[config.mk]
export PLATFORM = sky130hd
export DESIGN_NAME = sar_search
export DESIGN_NICKNAME = d
export VERILOG_FILES = /design/src/rtl/sar_search.sv
export SDC_FILE = /design/constraint.sdc
export NUM_CORES = 1
export LEC_CHECK = 0
export ABC_AREA = 0
export BUFFER_PORTS_ARGS = -buffer_cell sky130_fd_sc_hd__buf_2
export CELL_PAD_IN_SITES_DETAIL_PLACEMENT = 1
export CELL_PAD_IN_SITES_GLOBAL_PLACEMENT = 1
export CORE_ASPECT_RATIO = 2
export CORE_UTILIZATION = 47
export DETAILED_ROUTE_END_ITERATION = 16
export PLACE_DENSITY_LB_ADDON = 0.05
export RECOVER_POWER = 50
export SETUP_SLACK_MARGIN = 0.05
export SYNTH_ARGS = -nofsm -noshare
export SYNTH_HDL_FRONTEND = slang
export SYNTH_SLANG_ARGS = --single-unit
[constraint.sdc]
create_clock -name clk -period 6.55 [get_ports clk]
set_input_delay 0.655 -clock clk [delete_from_list [all_inputs] [get_ports clk]]
set_output_delay 0.655 -clock clk [all_outputs]
set_load 0.05 [all_outputs]
[src/rtl/sar_search.sv]
// Successive-approximation search controller: drives a probe into a magnitude
// comparator and binary-searches the comparator's other operand via its flags.
module sar_search #(
    parameter int WIDTH = 4
) (
    input  logic             clk,
    input  logic             rst,
    input  logic             start,
    input  logic             less,
    input  logic             equal,
    input  logic             bigger,
    output logic [WIDTH-1:0] probe,
    output logic             busy,
    output logic             done,
    output logic [WIDTH-1:0] result,
    output logic             error
);

    localparam logic [1:0] IDLE   = 2'd0;
    localparam logic [1:0] WAIT   = 2'd1;
    localparam logic [1:0] SAMPLE = 2'd2;

    localparam logic [WIDTH-1:0] ONE = WIDTH'(1);

    logic [1:0]       state;
    logic [WIDTH-1:0] lo;
    logic [WIDTH-1:0] hi;

    logic [2:0]       flags;
    logic             one_hot;
    logic             finish;
    logic [WIDTH-1:0] probe_inc;
    logic [WIDTH-1:0] probe_dec;
    logic [WIDTH:0]   up_sum;
    logic [WIDTH:0]   dn_sum;

    // Sums are one bit wider than the operands so the midpoint never wraps.
    always_comb begin
        flags     = {less, equal, bigger};
        one_hot   = (flags == 3'b100) || (flags == 3'b010) || (flags == 3'b001);
        finish    = !one_hot || equal || (bigger && probe == hi) || (less && probe == lo);
        probe_inc = probe + ONE;
        probe_dec = probe - ONE;
        up_sum    = {1'b0, probe_inc} + {1'b0, hi};
        dn_sum    = {1'b0, lo} + {1'b0, probe_dec};
    end

    always_ff @(posedge clk) begin
        done <= 1'b0;
        if (rst) begin
            state  <= IDLE;
            probe  <= '0;
            busy   <= 1'b0;
            result <= '0;
            error  <= 1'b0;
            lo     <= '0;
            hi     <= '0;
        end else begin
            case (state)
                IDLE: begin
                    if (start) begin
                        lo    <= '0;
                        hi    <= '1;
                        // (0 + all-ones) >> 1
                        probe <= {1'b0, {(WIDTH-1){1'b1}}};
                        busy  <= 1'b1;
                        error <= 1'b0;
                        state <= WAIT;
                    end
                end
                WAIT: state <= SAMPLE;
                SAMPLE: begin
                    if (finish) begin
                        result <= probe;
                        error  <= !(one_hot && equal);
                        done   <= 1'b1;
                        busy   <= 1'b0;
                        state  <= IDLE;
                    end else if (bigger) begin
                        lo    <= probe_inc;
                        probe <= WIDTH'(up_sum >> 1);
                        state <= WAIT;
                    end else begin
                        hi    <= probe_dec;
                        probe <= WIDTH'(dn_sum >> 1);
                        state <= WAIT;
                    end
                end
                default: state <= IDLE;
            endcase
        end
    end

endmodule

## Yosys cells after proc, flatten, opt, wreduce, memory -nomap -nowiden

Cells that the tools add are included.
Widths: inputs -> output; s select.

- Add/subtract/negate cells: 4
- Eq/ne operators: 12
- Mux-type cells: 22
- Bitwise logic cells: 1
- Reductions and logical operators: 18

Operator list:

| cell | count |
|---|---|
| $mux 4 | 9 |
| $pmux 4 s2 | 3 |
| $add 4x4->5 | 2 |
| $ne 2x2->1 const B | 5 |
| $eq 4x4->1 | 2 |
| $reduce_and 4->1 | 2 |
| $mux 1 | 6 |
| $pmux 2 s3 | 1 |
| $reduce_and 3->1 | 2 |
| $logic_or 1x1->1 | 5 |
| $add 4x1->4 const B | 1 |
| $pmux 1 s2 | 2 |
| $sub 4x1->4 const B | 1 |
| $eq 3x1->1 const B | 1 |
| $eq 3x2->1 const B | 1 |
| $eq 3x3->1 const B | 1 |
| $logic_and 1x1->1 | 3 |
| $eq 2x1->1 const B | 1 |
| $eq 2x2->1 const B | 1 |
| $logic_not 1->1 | 2 |
| $logic_not 2->1 | 1 |
| $mux 2 | 1 |
| $reduce_and 2->1 | 1 |
| $reduce_bool 2->1 | 1 |
| other kinds (2) | 2 |

- Register bits: 21
- Input bits: 6
- Output and inout bits: 11
- Logic and storage cells: 65

## Longest topological paths before layout

Gate-level depths: netlist of run 1.

- Word-level depth: 9
- Mapped depth: 10
- Depth with buffers taken out: 9

## Worst setup path after synthesis of run 1

Ideal clock, no wire load.

- Kind: reg-to-reg
- Start point: reg probe[0]
- End point: reg probe[3]
- Setup time: 0.116 ns
- Arrival: 2.550 ns
- Required time: 6.434 ns
- Setup slack: 3.884 ns
- Cell stages (with the launch flop): 10
- Buffers on the path: 0
- Clock period less this slack: 2.666 ns
- Cell sequence: dfxtp_1 > inv_1 > ha_1 > inv_1 > fa_1 > a21o_1 > a211oi_1 > a21oi_1 > o2111a_1 > a31o_1

- Cells in the longest elaborated chain, start to end: 6
- Elaborated cells on any way between the ends: 15
- Classes of those cells: add/sub: 4; eq/ne: 3; mux: 3; reduce/logical: 5

RTL lines:

| item | RTL line | RTL |
|---|---|---|
| start: declaration | 12 | `output logic [WIDTH-1:0] probe,` |
| start signal: assignment | 65 | `probe <= {1'b0, {(WIDTH-1){1'b1}}};` |
| start signal: assignment | 81 | `probe <= WIDTH'(up_sum >> 1);` |
| start signal: assignment | 85 | `probe <= WIDTH'(dn_sum >> 1);` |
| branches (longest 6 deep; another with $add 4x4->5) | - |  |

Several ways; the timed one is not identified. The select of a mux whose other input is x is not followed.
A chain may end at the register's enable or synchronous reset.

## Worst setup path in the final report of run 1

- Start point: reg probe[0]
- End point: reg result[1]

- Cells in the longest elaborated chain, start to end: 5
- Elaborated cells on any way between the ends: 7
- Classes of those cells: eq/ne: 2; reduce/logical: 5

RTL lines:

| item | RTL line | RTL |
|---|---|---|
| $eq 4x4->1 | 41 | `finish = !one_hot \|\| equal \|\| (bigger && probe == hi) \|\| (less && probe == lo);` |
| $logic_and 1x1->1 | 41 |  |
| $logic_or 1x1->1 | 41 |  |
| $logic_or 1x1->1 (*) | 41 |  |
| $reduce_and 2->1 (no line) (*) | - |  |
| end signal: assignment | 74 | `result <= probe;` |
| end: declaration | 15 | `output logic [WIDTH-1:0] result,` |

Mark *: on every way between the ends. The rest lies on a longest branch, timed or not.

==> results of run 1 <==
## where the power goes
part / switching, µW / internal, µW
clock network: 44.0 / 42.4
registers: 9.74 / 134
logic: 59.4 / 31.0
## per-layer routing
| layer | routed length [µm] | share of wire, % | vias up | global-route usage, % |
|---|---|---|---|---|
| li1 | - | - | 536 | - |
| met1 | 1284 | 37 | 538 | 25.90 |
| met2 | 1959 | 56 | 20 | 45.97 |
| met3 | 72 | 2.1 | 13 | 2.825 |
| met4 | 153 | 4.4 | 0 | 14.83 |
| met5 | 0 | 0 | - | 0 |
## per-stage QoR
step,util (%),area [µm²],total power [µW]
final,52.77,1444,320.5
after CTS,54.05,1479,326.5
after detailed placement,52.35,1433,240.9
after global placement,52.35,1433,236.2
after global routing,52.77,1444,336.9
after floorplan,-,1361,217.6
## cell usage in the layout, fill, tap and decap left out, types with 2 or more instances in the layout
cell type | synthesis | routed
a21o_1 | 2 | 2
a21oi_1 | 11 | 11
nand2b_1 | 3 | 3
buf_2 | 2 | 4
dfxtp_1 | 21 | 21
nand3_1 | 6 | 6
fa_1 | 2 | 2
clkbuf_8 | 0 | 3
ha_1 | 12 | 12
xor2_1 | 14 | 14
nor4_2 | 3 | 2
nand3b_1 | 3 | 3
a211oi_1 | 3 | 3
nand2_1 | 9 | 9
inv_1 | 5 | 5
nor2_1 | 9 | 9
a41o_1 | 2 | 2
o21bai_1 | 2 | 2
nor3_1 | 5 | 5
mux2i_1 | 6 | 6
clkbuf_1 | 3 | 12
## how the worst max path moves through the flow
stage                endpoint  slack [ns]  cells past startpoint
floorplan            probe[3]        3.88                      9
global placement     probe[3]        4.08                      9
detailed placement   probe[3]        3.94                      9
CTS                  probe[3]        3.91                      9
global route        result[0]        3.40                      7
finish              result[1]        3.72                      7
## flip-flops by register name (all words and copies together), names as in the netlist
register  flops
lo            4
error         1
probe         4
state         2
result        4
hi            4
done          1
busy          1
## worst max-delay path: stages (launching register included)
cell and delay [ns]:
dfxtp_1 0.47, inv_1 0.15, ha_1 0.35, nand2b_1 0.12
nor4_1 0.09, o31ai_1 1.14, mux2i_1 0.30, nor2_1 0.06
## cell families (layout without fill, tap and decap cells)
family	Yosys count	in the layout	synth area share, %
xor gates and xnor gates	15	15	9.651
adders and majority gates	14	14	13.97
buffers and inverters	13	25	4.687
DFF	21	21	30.88
AOI/OAI and AO/OA	30	30	17.19
and+or+nand+nor	44	44	19.21
muxes	6	6	4.412
## layout make-up
type | count | share of cell area [%]
multi-input combinational | 109 | 59.36
sequential | 21 | 29.12
timing repair buffer | 16 | 4.506
clock buffer | 3 | 2.860
tap | 29 | 2.513
inverter | 5 | 1.300
clock inverter | 1 | 0.3466
==> results.cfg, run 1 <==
[min_path]
holdCritStartpoint = state[1]
hp-class = flop to flop
holdPathStages = 1
worstHoldEndpoint = state[1]

[synthesis]
netlist_top_cells_count = dfxtp_1, xor2_1, ha_1, a21oi_1
ys_async_sr_fraction_pct = 0
ys_seq_area_share_pct = 30.88
ys.flop_type = dfxtp_1
syn_inst = 143
yosysTopAreaCellShare_pct = 30.88
synth_area_leaders = dfxtp_1, ha_1, xor2_1
syn_area_per_cell_um2 = 9.520
synth_largest_area_cell = dfxtp_1
syn_nets = 163
yosys_warnings = 0
yosysMostFrequentCell = dfxtp_1
synth_edf_count = 0
synth-seq-cells = 21
yosysUniqueCellTypes = 40
syn_area_mm2 = 0.001361

[power]
p_leak_uw = 0.0006721
worst_ir_drop_vdd_uv = 138.7
p_per_area_mw_per_mm2 = 222.0

[drt]
drtAntennaViolNets = 0
wl_um = 3469
wl_per_cell_um = 18.85
via_per_inst = 6.016
vias = 1107
drc = 0
firstDrtPassIters = 4
drt_iter0_drc = 17

[sta]
finalMaxSlewViolations = 0
fin_tns_setup_ns = 0
fin_worst_skew_ns = 0.002955
rsz0062_at_grt = no
final.period_utilization_pct = 43.16
setup_ws_ns = 3.723
timing.fmax_ghz = 0.3537
final-hold-violation-count = 0
slew_headroom_pct = 5.617
worst_pin_slew_ns = 1.404
period_needed_ns = 2.827
setup_viol = 0
timing.hold.ws_ns = 0.4845

[critical_path]
crit_fanout = 9
timing.rr.start = probe[0]
reg2reg_to = result[1]
endpoint_kind = flop
crit_required_ns = 6.67
cp-startpoint = probe[0]
worstPathArrival_ns = 2.95
r2r_slack_ns = 3.72
path_class = flop to flop
crit_path_start_kind = flop
reg2reg_depth = 7

[clock_network]
postCtsSetupRepairBufs = 0
path_clk_slew_ns = 0.08
postCtsHoldBufs = 0
numCtsBuffers = 3
cts.sinks = 21
cts_repair_resize_count = 0
h-tree-depth = 1
tritoncts = built
clock_path_buffers = 2
clock-root-buffer = clkbuf_8
clock_latency_ns = 0.26

[global_route]
grt_start_max_net_pins = 20
grt.total_usage_pct = 25.86
grt_pass1_wl_um = 5616
grt_overflow = 0
grt_antenna_before_repair = 0
grt_pass1_vias = 1202

[placement]
place_ws_ns = 3.941
io_buffer_count = 16
place_inst = 180
place_hpwl_um = 2792
place_congestion = 0.7784

[layout]
diodes = 0
fillers = 330
syn_to_final_growth_pct = 6.066
final-seq-area_um2 = 420.4
instances_no_fill = 184
multiInputGateArea_um2 = 857.1
drive_gt1_share_pct = 9.032
fin_nets = 176

[die]
die_h_um = 78.11
initial_utilization_pct = 49.75
core_area_mm2 = 0.002736
die_w_um = 40.06
io_pins = 17
num_rows = 27
die_area_mm2 = 0.003129

[outcome]
status = complete, no violations

[run]
cap_violations = 0
Note: power is estimated with default switching activity, not from simulation.
==> inputs of run 2 (changes only) <==
--- a/config.mk
+++ b/config.mk
@@ -5,12 +5,12 @@
 export SDC_FILE = /design/constraint.sdc
 export NUM_CORES = 1
 export LEC_CHECK = 0
-export ABC_AREA = 0
+export ABC_AREA = 1
 export BUFFER_PORTS_ARGS = -buffer_cell sky130_fd_sc_hd__buf_2
 export CELL_PAD_IN_SITES_DETAIL_PLACEMENT = 1
 export CELL_PAD_IN_SITES_GLOBAL_PLACEMENT = 1
 export CORE_ASPECT_RATIO = 2
-export CORE_UTILIZATION = 47
+export CORE_UTILIZATION = 36
 export DETAILED_ROUTE_END_ITERATION = 16
 export PLACE_DENSITY_LB_ADDON = 0.05
 export RECOVER_POWER = 50
==> constraint.sdc (replaced) <==
create_clock -name clk -period 2.4 [get_ports clk]
set_input_delay 0.24 -clock clk [delete_from_list [all_inputs] [get_ports clk]]
set_output_delay 0.24 -clock clk [all_outputs]
set_load 0.05 [all_outputs]
==> run 2 against run 1 <==
Clock power increased to 2.8 times the previous value. First-iteration DRC count rose by 71%. Via count up 32%. Worst hold slack worse by 0.31 ns. Sequential power increased to 3.0 times the previous value. Fmax grew 30%. Cell count grew 60%. Worst setup slack worse by 3.5 ns. Sequential cell count unchanged. Largest power group is now combinational logic. Highest routed layer unchanged.
==> results.cfg, run 2 <==
[layout]
diodes = 0
syn_to_final_growth_pct = 12.44
final_common_cell = nand2_1
instances_no_fill = 294
drive_gt1_share_pct = 8.642
fin_nets = 264
final_core_util_pct = 42.24
layout_common_cells = nand2_1, nor2_1, inv_1

[sta]
slew_headroom_pct = 58.91
fin_worst_skew_ns = 0.002772
rsz0062_at_grt = no
period_needed_ns = 2.176
setup_viol = 0
worst_pin_slew_ns = 0.6190
final-hold-violation-count = 0
timing.fmax_ghz = 0.4595
finalMaxSlewViolations = 0
final.period_utilization_pct = 90.67
fin_tns_setup_ns = 0

[critical_path]
r2r_slack_ns = 0.22
crit_path_start_kind = flop
cp-startpoint = probe[1]
crit_fanout = 6
timing.rr.start = probe[1]
worstPathArrival_ns = 2.39
endpoint_kind = flop
crit_required_ns = 2.61
path_class = flop to flop

[clock_network]
cts.sinks = 21
h-tree-depth = 1
numCtsBuffers = 3
tritoncts = built
postCtsSetupRepairBufs = 0
clock_latency_ns = 0.27
clock_path_buffers = 2
clock-root-buffer = clkbuf_8
path_clk_slew_ns = 0.08

[min_path]
holdCritStartpoint = rst
hp-class = primary input to flop

[outcome]
status = complete, no violations

[synthesis]
synth-seq-cells = 21
ys_seq_area_share_pct = 28.82
netlist_top_cells_count = nand2_1, nor2_1, inv_1, dfxtp_1, ha_1
syn_area_per_cell_um2 = 6.484
yosysUniqueCellTypes = 25
synth_area_leaders = dfxtp_1, nand2_1, nor2_1
syn_nets = 245
ys_async_sr_fraction_pct = 0
syn_area_mm2 = 0.001459
synth_largest_area_cell = dfxtp_1
synth_edf_count = 0
yosysMostFrequentCell = nand2_1
yosys_warnings = 0
yosysTopAreaCellShare_pct = 28.82
ys.flop_type = dfxtp_1
syn_inst = 225

[drt]
vias = 1458
firstDrtPassIters = 4
wl_um = 4447
drc = 0
wl_per_cell_um = 15.13
via_per_inst = 4.959
drt_iter0_drc = 29
drtAntennaViolNets = 0

[placement]
place_hpwl_um = 3644
place_congestion = 1.058
io_buffer_count = 16
place_inst = 290

[global_route]
grt.total_usage_pct = 23.55
grt_antenna_before_repair = 0
grt_start_max_net_pins = 19
grt_pass1_wl_um = 7189
grt_pass1_vias = 1542
grt_overflow = 0

[power]
worst_ir_drop_vdd_uv = 295.6
p_per_area_mw_per_mm2 = 740.3
p_leak_uw = 0.0008703

[run]
cap_violations = 0

[die]
io_pins = 17
die_h_um = 92.03
die_area_mm2 = 0.004327
core_area_mm2 = 0.003884
num_rows = 32
die_w_um = 47.02
initial_utilization_pct = 37.56
-- run 2: final cells by class --
cell class | count | area [µm²]
multi-input cells | 169 | 915.9
clock inverters | 1 | 5.005
flip-flops and latches | 21 | 420.4
repair buffers | 17 | 73.82
well taps | 51 | 63.81
fillers | 536 | 2243
clock buffers | 3 | 41.29
inverters | 32 | 120.1
-- run 2: final timing paths --
| path | endpoint | cells after the start |
|---|---|---|
| setup / recovery | probe[2] | 10 |
| hold reg to reg | state[1] | 1 |
| hold / removal | busy | 2 |
| setup reg to reg | probe[2] | 10 |
-- run 2: kinds of logic after synthesis --
group                      count (synthesis)  share of synthesized area, %
AOI/OAI and AO/OA                         17                         6.518
xor gates and xnor gates                   6                         3.602
adders and majority gates                 14                         13.04
buffers and inverters                     35                         9.777
DFF                                       21                         28.82
and+or+nand+nor                          132                         38.25
-- run 2: worst max-delay path, stage by stage (launching register included) --
cell,delay (ns)
dfxtp_1,0.43
ha_1,0.21
xor2_1,0.31
ha_1,0.33
a21oi_1,0.18
nand3_1,0.09
a21oi_1,0.28
nor2_1,0.09
nand2_1,0.07
nand2_1,0.05
nor2_1,0.08
-- run 2: routing by layer --
| layer | share of wire (%) | global-route usage [%] | up-vias |
|---|---|---|---|
| li1 | - | - | 738 |
| met3 | 1.3 | 1.378 | 13 |
| met5 | 0 | 0 | - |
| met4 | 5.2 | 11.19 | 0 |
| met1 | 36 | 23.36 | 685 |
| met2 | 57 | 44.56 | 22 |
-- run 2: what timing repair did --
item                                    in CTS  in global routing
endpoints found under the setup margin       0                  2
hold endpoints to repair                     0                  0
resized for setup                            0                  4
hold buffers                                 0                  0
-- run 2: per-stage QoR --
step	hold WS, ns	power [µW]	cell area (µm²)	worst slack (ns)
after floorplan	0.3091	824.9	1459	0.05463
after global placement	0.4494	953.4	1588	0.1652
after detailed placement	0.4601	972.1	1588	0.1166
after CTS	0.1717	1221	1634	0.1011
after global routing	0.1726	1306	1640	0.06468
final	0.1727	1214	1640	0.2238
-- run 2: power by group --
group	total, µW	internal (µW)	leakage [µW]	switching (µW)
clock network	240	116	0.0000255	124
logic	537	180	0.000671	357
registers	437	389	0.000173	48.1
